**src/rtl/neuron_mac_seq.sv**
```systemverilog
// -----------------------------------------------------------------------------
// neuron_mac_seq
//   Sequential dot-product engine sitting directly after the neuron weight ROM.
//   A vector of N_INPUTS unsigned pixels arrives one per handshake. Each pixel
//   is multiplied by the four neurons' signed weights read combinationally from
//   the ROM at w_idx, and the products are accumulated into four signed scores.
//   Once the last pixel is in, one compare cycle registers the argmax class,
//   then the result is presented on a valid/ready handshake.
//
// Ports
//   clk, rst_n          rising-edge clock, asynchronous active-low reset
//   start               one-cycle pulse, begins a new vector (IDLE only)
//   pix_data/valid      pixel stream input
//   pix_ready           engine accepts a pixel this cycle (ACCUM)
//   w_idx               ROM weight index = index of the pixel being accepted
//   w0..w3              signed weights at w_idx for neurons 0..3
//   score0..score3      signed accumulated scores (meaningful when out_valid)
//   class_idx           argmax of the scores, lowest index wins ties
//   out_valid/out_ready result handshake
//   busy                high while accumulating or comparing
// -----------------------------------------------------------------------------
`timescale 1ns/1ps

module neuron_mac_seq #(
  parameter int N_INPUTS = 144,
  parameter int PIX_W    = 8,
  parameter int W_W      = 35,
  parameter int ACC_W    = 52
) (
  input  logic                    clk,
  input  logic                    rst_n,
  input  logic                    start,
  input  logic [PIX_W-1:0]        pix_data,
  input  logic                    pix_valid,
  output logic                    pix_ready,
  output logic [7:0]              w_idx,
  input  logic signed [W_W-1:0]   w0,
  input  logic signed [W_W-1:0]   w1,
  input  logic signed [W_W-1:0]   w2,
  input  logic signed [W_W-1:0]   w3,
  output logic signed [ACC_W-1:0] score0,
  output logic signed [ACC_W-1:0] score1,
  output logic signed [ACC_W-1:0] score2,
  output logic signed [ACC_W-1:0] score3,
  output logic [1:0]              class_idx,
  output logic                    out_valid,
  input  logic                    out_ready,
  output logic                    busy
);

  // Full-precision product width and the smallest accumulator that cannot
  // overflow over a whole vector.
  localparam int PROD_W  = PIX_W + 1 + W_W;
  localparam int ACC_MIN = PROD_W + $clog2(N_INPUTS);

  localparam logic [7:0] IDX_LAST = 8'(N_INPUTS - 1);

  localparam logic [1:0] S_IDLE  = 2'd0;
  localparam logic [1:0] S_ACCUM = 2'd1;
  localparam logic [1:0] S_CMP   = 2'd2;
  localparam logic [1:0] S_DONE  = 2'd3;

  generate
    if (ACC_W < ACC_MIN) begin : g_acc_w_check
      $error("neuron_mac_seq: ACC_W=%0d is below the overflow-free minimum %0d",
             ACC_W, ACC_MIN);
    end
    if (N_INPUTS < 2 || N_INPUTS > 256) begin : g_n_inputs_check
      $error("neuron_mac_seq: N_INPUTS=%0d outside 2..256", N_INPUTS);
    end
  endgenerate

  logic [1:0]              state;
  logic [7:0]              idx;
  logic signed [ACC_W-1:0] acc [4];

  logic signed [PIX_W:0]    pix_s;
  logic signed [W_W-1:0]    w_arr [4];
  logic signed [PROD_W-1:0] prod  [4];
  logic [1:0]               best_idx;
  logic signed [ACC_W-1:0]  best_val;

  // Zero-extend the pixel by one bit so it multiplies as a non-negative
  // signed operand against the signed weights.
  assign pix_s    = signed'({1'b0, pix_data});
  assign w_arr[0] = w0;
  assign w_arr[1] = w1;
  assign w_arr[2] = w2;
  assign w_arr[3] = w3;

  always_comb begin
    for (int k = 0; k < 4; k++) begin
      prod[k] = pix_s * w_arr[k];
    end
  end

  // Argmax over the accumulators; only a strictly greater value displaces
  // the current best, so ties resolve to the lowest index.
  always_comb begin
    // NOTE: every variable written in a combinational block gets a default
    // up front, otherwise paths that skip the assignment infer a latch.
    best_idx = 2'd0;
    best_val = acc[0];
    for (int k = 1; k < 4; k++) begin
      if (acc[k] > best_val) begin
        best_val = acc[k];
        best_idx = 2'(k);
      end
    end
  end

  always_ff @(posedge clk or negedge rst_n) begin
    if (!rst_n) begin
      // NOTE: the accumulators are reset explicitly (only four registers, not
      // a RAM) so an aborted vector can never leak into the visible scores.
      state     <= S_IDLE;
      idx       <= '0;
      class_idx <= 2'd0;
      for (int k = 0; k < 4; k++) begin
        acc[k] <= '0;
      end
    end else begin
      // NOTE: sequential state uses non-blocking assignments so every register
      // samples the pre-edge values, independent of statement order.
      case (state)
        S_IDLE: begin
          if (start) begin
            state <= S_ACCUM;
            idx   <= '0;
            for (int k = 0; k < 4; k++) begin
              acc[k] <= '0;
            end
          end
        end
        S_ACCUM: begin
          if (pix_valid) begin
            for (int k = 0; k < 4; k++) begin
              acc[k] <= acc[k] + ACC_W'(prod[k]);
            end
            if (idx == IDX_LAST) begin
              idx   <= '0;
              state <= S_CMP;
            end else begin
              idx <= idx + 8'd1;
            end
          end
        end
        S_CMP: begin
          class_idx <= best_idx;
          state     <= S_DONE;
        end
        S_DONE: begin
          if (out_ready) begin
            state <= S_IDLE;
          end
        end
        default: state <= S_IDLE;
      endcase
    end
  end

  assign pix_ready = (state == S_ACCUM);
  assign w_idx     = (state == S_ACCUM) ? idx : 8'd0;
  assign out_valid = (state == S_DONE);
  assign busy      = (state == S_ACCUM) || (state == S_CMP);

  assign score0 = acc[0];
  assign score1 = acc[1];
  assign score2 = acc[2];
  assign score3 = acc[3];

endmodule

```
**config.mk**
```make
export PLATFORM = sky130hd
export DESIGN_NAME = neuron_mac_seq
export DESIGN_NICKNAME = d
export VERILOG_FILES = /design/src/rtl/neuron_mac_seq.sv
export SDC_FILE = /design/constraint.sdc
export NUM_CORES = 2
export LEC_CHECK = 0
export ABC_AREA = 0
export CORE_UTILIZATION = 60
export CTS_CLUSTER_SIZE = 10
export DETAILED_ROUTE_END_ITERATION = 10
export GPL_ROUTABILITY_DRIVEN = 0
export PLACE_DENSITY_LB_ADDON = 0.12
export SLEW_MARGIN = 20
export SYNTH_ARGS = -nofsm -noshare
export SYNTH_HDL_FRONTEND = slang
export SYNTH_SLANG_ARGS = --single-unit
```
**constraint.sdc**
```tcl
create_clock -name clk -period 10 [get_ports clk]
set_clock_uncertainty 0.05 [all_clocks]
set_input_delay 2.5 -clock clk [delete_from_list [all_inputs] [get_ports clk]]
set_output_delay 2.5 -clock clk [all_outputs]
set_load 0.1 [all_outputs]
```
==> flow_summary.ini <==
[floorplanning]
dieArea_mm2 = 0.0990
core-area_mm2 = 0.0967
rows = 114
io_pins = 374
die_w_um = 315
fp.dieH_um = 315
start_util_pct = 60.6

[worst_hold_path]
holdPathEnd = class_idx[0]
holdPathStages = 1
worstHoldStart = class_idx[0]
hold_class = reg2reg

[synth]
synth.ff_latch_count = 220
synth_area_leaders = fa_1 36%, ha_1 12%, dfrtp_1 9.4%
syn_inst = 6518
synth_top_area_cell = fa_1
synth_fp_nets = 8313
yosysUniqueCellTypes = 94
yosys.cell_count.top_type = inv_1
synth_edf_count = 0
syn_area_mm2 = 0.0586
synthTopCellsByCount = 1269 x inv_1, 1064 x fa_1, 712 x and2_1
synthArstFlopShare_pct = 100
avgSynthCellArea_um2 = 8.99
ys.flop_type = dfrtp_1
yosysWarningCount = 0
yosysSeqAreaShare_pct = 9.39
synth.top_cell.area_share_pct = 36.3

[sta]
fmax_mhz = 105
slew_viol_final = 0
tns_ns = 0
rsz0062_at_grt = false
finalHoldViolCount = 0
post-route-period-util_pct = 95.2
finalSetupViolCount = 0
fin_crit_ns = 9.52
relSlewSlack_pct = 19.1
worst_pin_slew_ns = 1.21

[critical_path]
crit_buf_inv = 3
path_delay_family = compound AO/OA/AOI/OAI gates
worstPathMaxFanout = 36
worst_setup_path_start_kind = flip-flop
cp_slowest_cell = mux2_4
ff2ff_setup_slack_ns = 0.48
reg2reg_depth = 30
crit_arrival_ns = 10.00
cp.required_ns = 10.48
cp-end-kind = flip-flop
reg2reg_from = score0[51]
slowest_delay_ns = 0.56
rr_endpoint = class_idx[0]
critical_path_class = reg2reg
cpMostUsedCell = ha_1

[clock_tree]
cts_buffers = 27
htree_levels = 1
postCtsHoldBufs = 0
cts_sinks = 220
clkTransAtPathRegs_ns = 0.06
root_buffer = clkbuf_16
post_cts_buffers = 0
clk_latency_ns = 0.59
cts_tree = built
clk_path_buf_depth = 3
cts_resized = 0

[place]
place_hpwl_um = 134000
io_buffer_count = 373

[route]
vias_per_cell = 5.85
route.vias.total = 46900
ant_nets = 0
drtPass1Iterations = 6
wl_per_cell_um = 20.5
routed_wl_um = 164000
drt_iter0_drc = 3280
drc = 0

[cells_and_area]
syn_to_final_growth_pct = 9.75
drive_gt1_share_pct = 3.05
nNetsFinal = 8530

[run_status]
outcome = finished, final reports clean

[global_route]
grt_pass1_wl_um = 265000
grt_overflow = 0
antenna_found_initial = 15
grt_pass1_vias = 48700
track_usage_pct = 34.2
grt_max_degree = 143

[flow_run]
cap_violations = 0
[stage by stage]
stage	util, %	hold slack [ns]	setup slack, ns	cell area [µm²]	cells
floorplan	-	0.435	1.66	58600	6518
global placement	65.7	0.448	0.735	63500	7982
detailed placement	65.7	0.458	0.589	63500	7982
CTS	66.5	0.482	0.592	64300	8020
global route	66.5	0.515	0.172	64300	8020
finish	66.5	0.482	0.478	64300	8025
[kinds of logic (layout without fill, tap and decap cells)]
logic type / count (synthesis) / count (layout) / share of synthesized area [%]
fa+ha+maj: 1642 / 1642 / 48.7
compound gates: 1043 / 1043 / 11.2
other cells: 0 / 5 / 0
xor+xnor: 181 / 181 / 2.70
buf+inv: 1505 / 1731 / 9.81
flops: 220 / 220 / 9.39
mux: 117 / 117 / 2.38
simple gates: 1810 / 1810 / 15.8
[sequential cells by signal (all words and copies together) (netlist names)]
name       cells
state          2
score1        52
score0        52
idx            8
score3        52
class_idx      2
score2        52
[metal layers]
metal | up-vias | part of all wire (%) | track usage [%]
li1 | 21100 | - | -
met4 | 22 | 5.3 | 14.6
met3 | 400 | 7.0 | 4.74
met1 | 23700 | 40 | 44.8
met2 | 1680 | 48 | 57.0
met5 | - | 0.082 | 0
[how the worst max path moves through the flow]
stage,start,to,cells after the start
floorplan,pix_data[0],score2[51],23
global placement,pix_data[0],score0[44],22
detailed placement,pix_data[0],score0[48],22
CTS,score0[51],class_idx[0],30
global route,score0[17],class_idx[0],34
finish,score0[51],class_idx[0],30
[placed cells by master, fill, tap and decap left out, types with 53 or more instances in the layout]
cell type,count
nand3_1,53
o22ai_1,90
inv_1,1269
xnor2_1,96
a21oi_1,276
xor2_1,85
dfrtp_1,220
o21ai_0,231
clkdlybuf4s50_1,364
nor2_1,123
ha_1,578
and2_1,711
fa_1,1064
nand4_1,86
nand2_1,677
a21o_1,168
[layout make-up]
cell class                 count  area [µm²]
multi-input combinational   4793       47400
fill                        8070       32400
sequential                   220        5510
inverter                    1272        4770
timing repair buffer         421        4240
tap                         1276        1600
clock buffer                  35         746
clock inverter                 3        68.8
antenna                        5        12.5
[worst register-to-register path, delay by kind of cell (launching register included)]
kind / cells / cell delay, ns
AND/OR/NAND/NOR: 6 / 1.45
buffers and inverters: 3 / 0.74
flip-flops: 1 / 0.50
multiplexers: 6 / 2.20
AO/OA/AOI/OAI: 12 / 3.48
adder cells (fa/ha/maj): 3 / 1.05
Power is left out: the tool's default activity adds up to more than one toggle a clock period on the data nets, which glitch-free logic cannot reach.
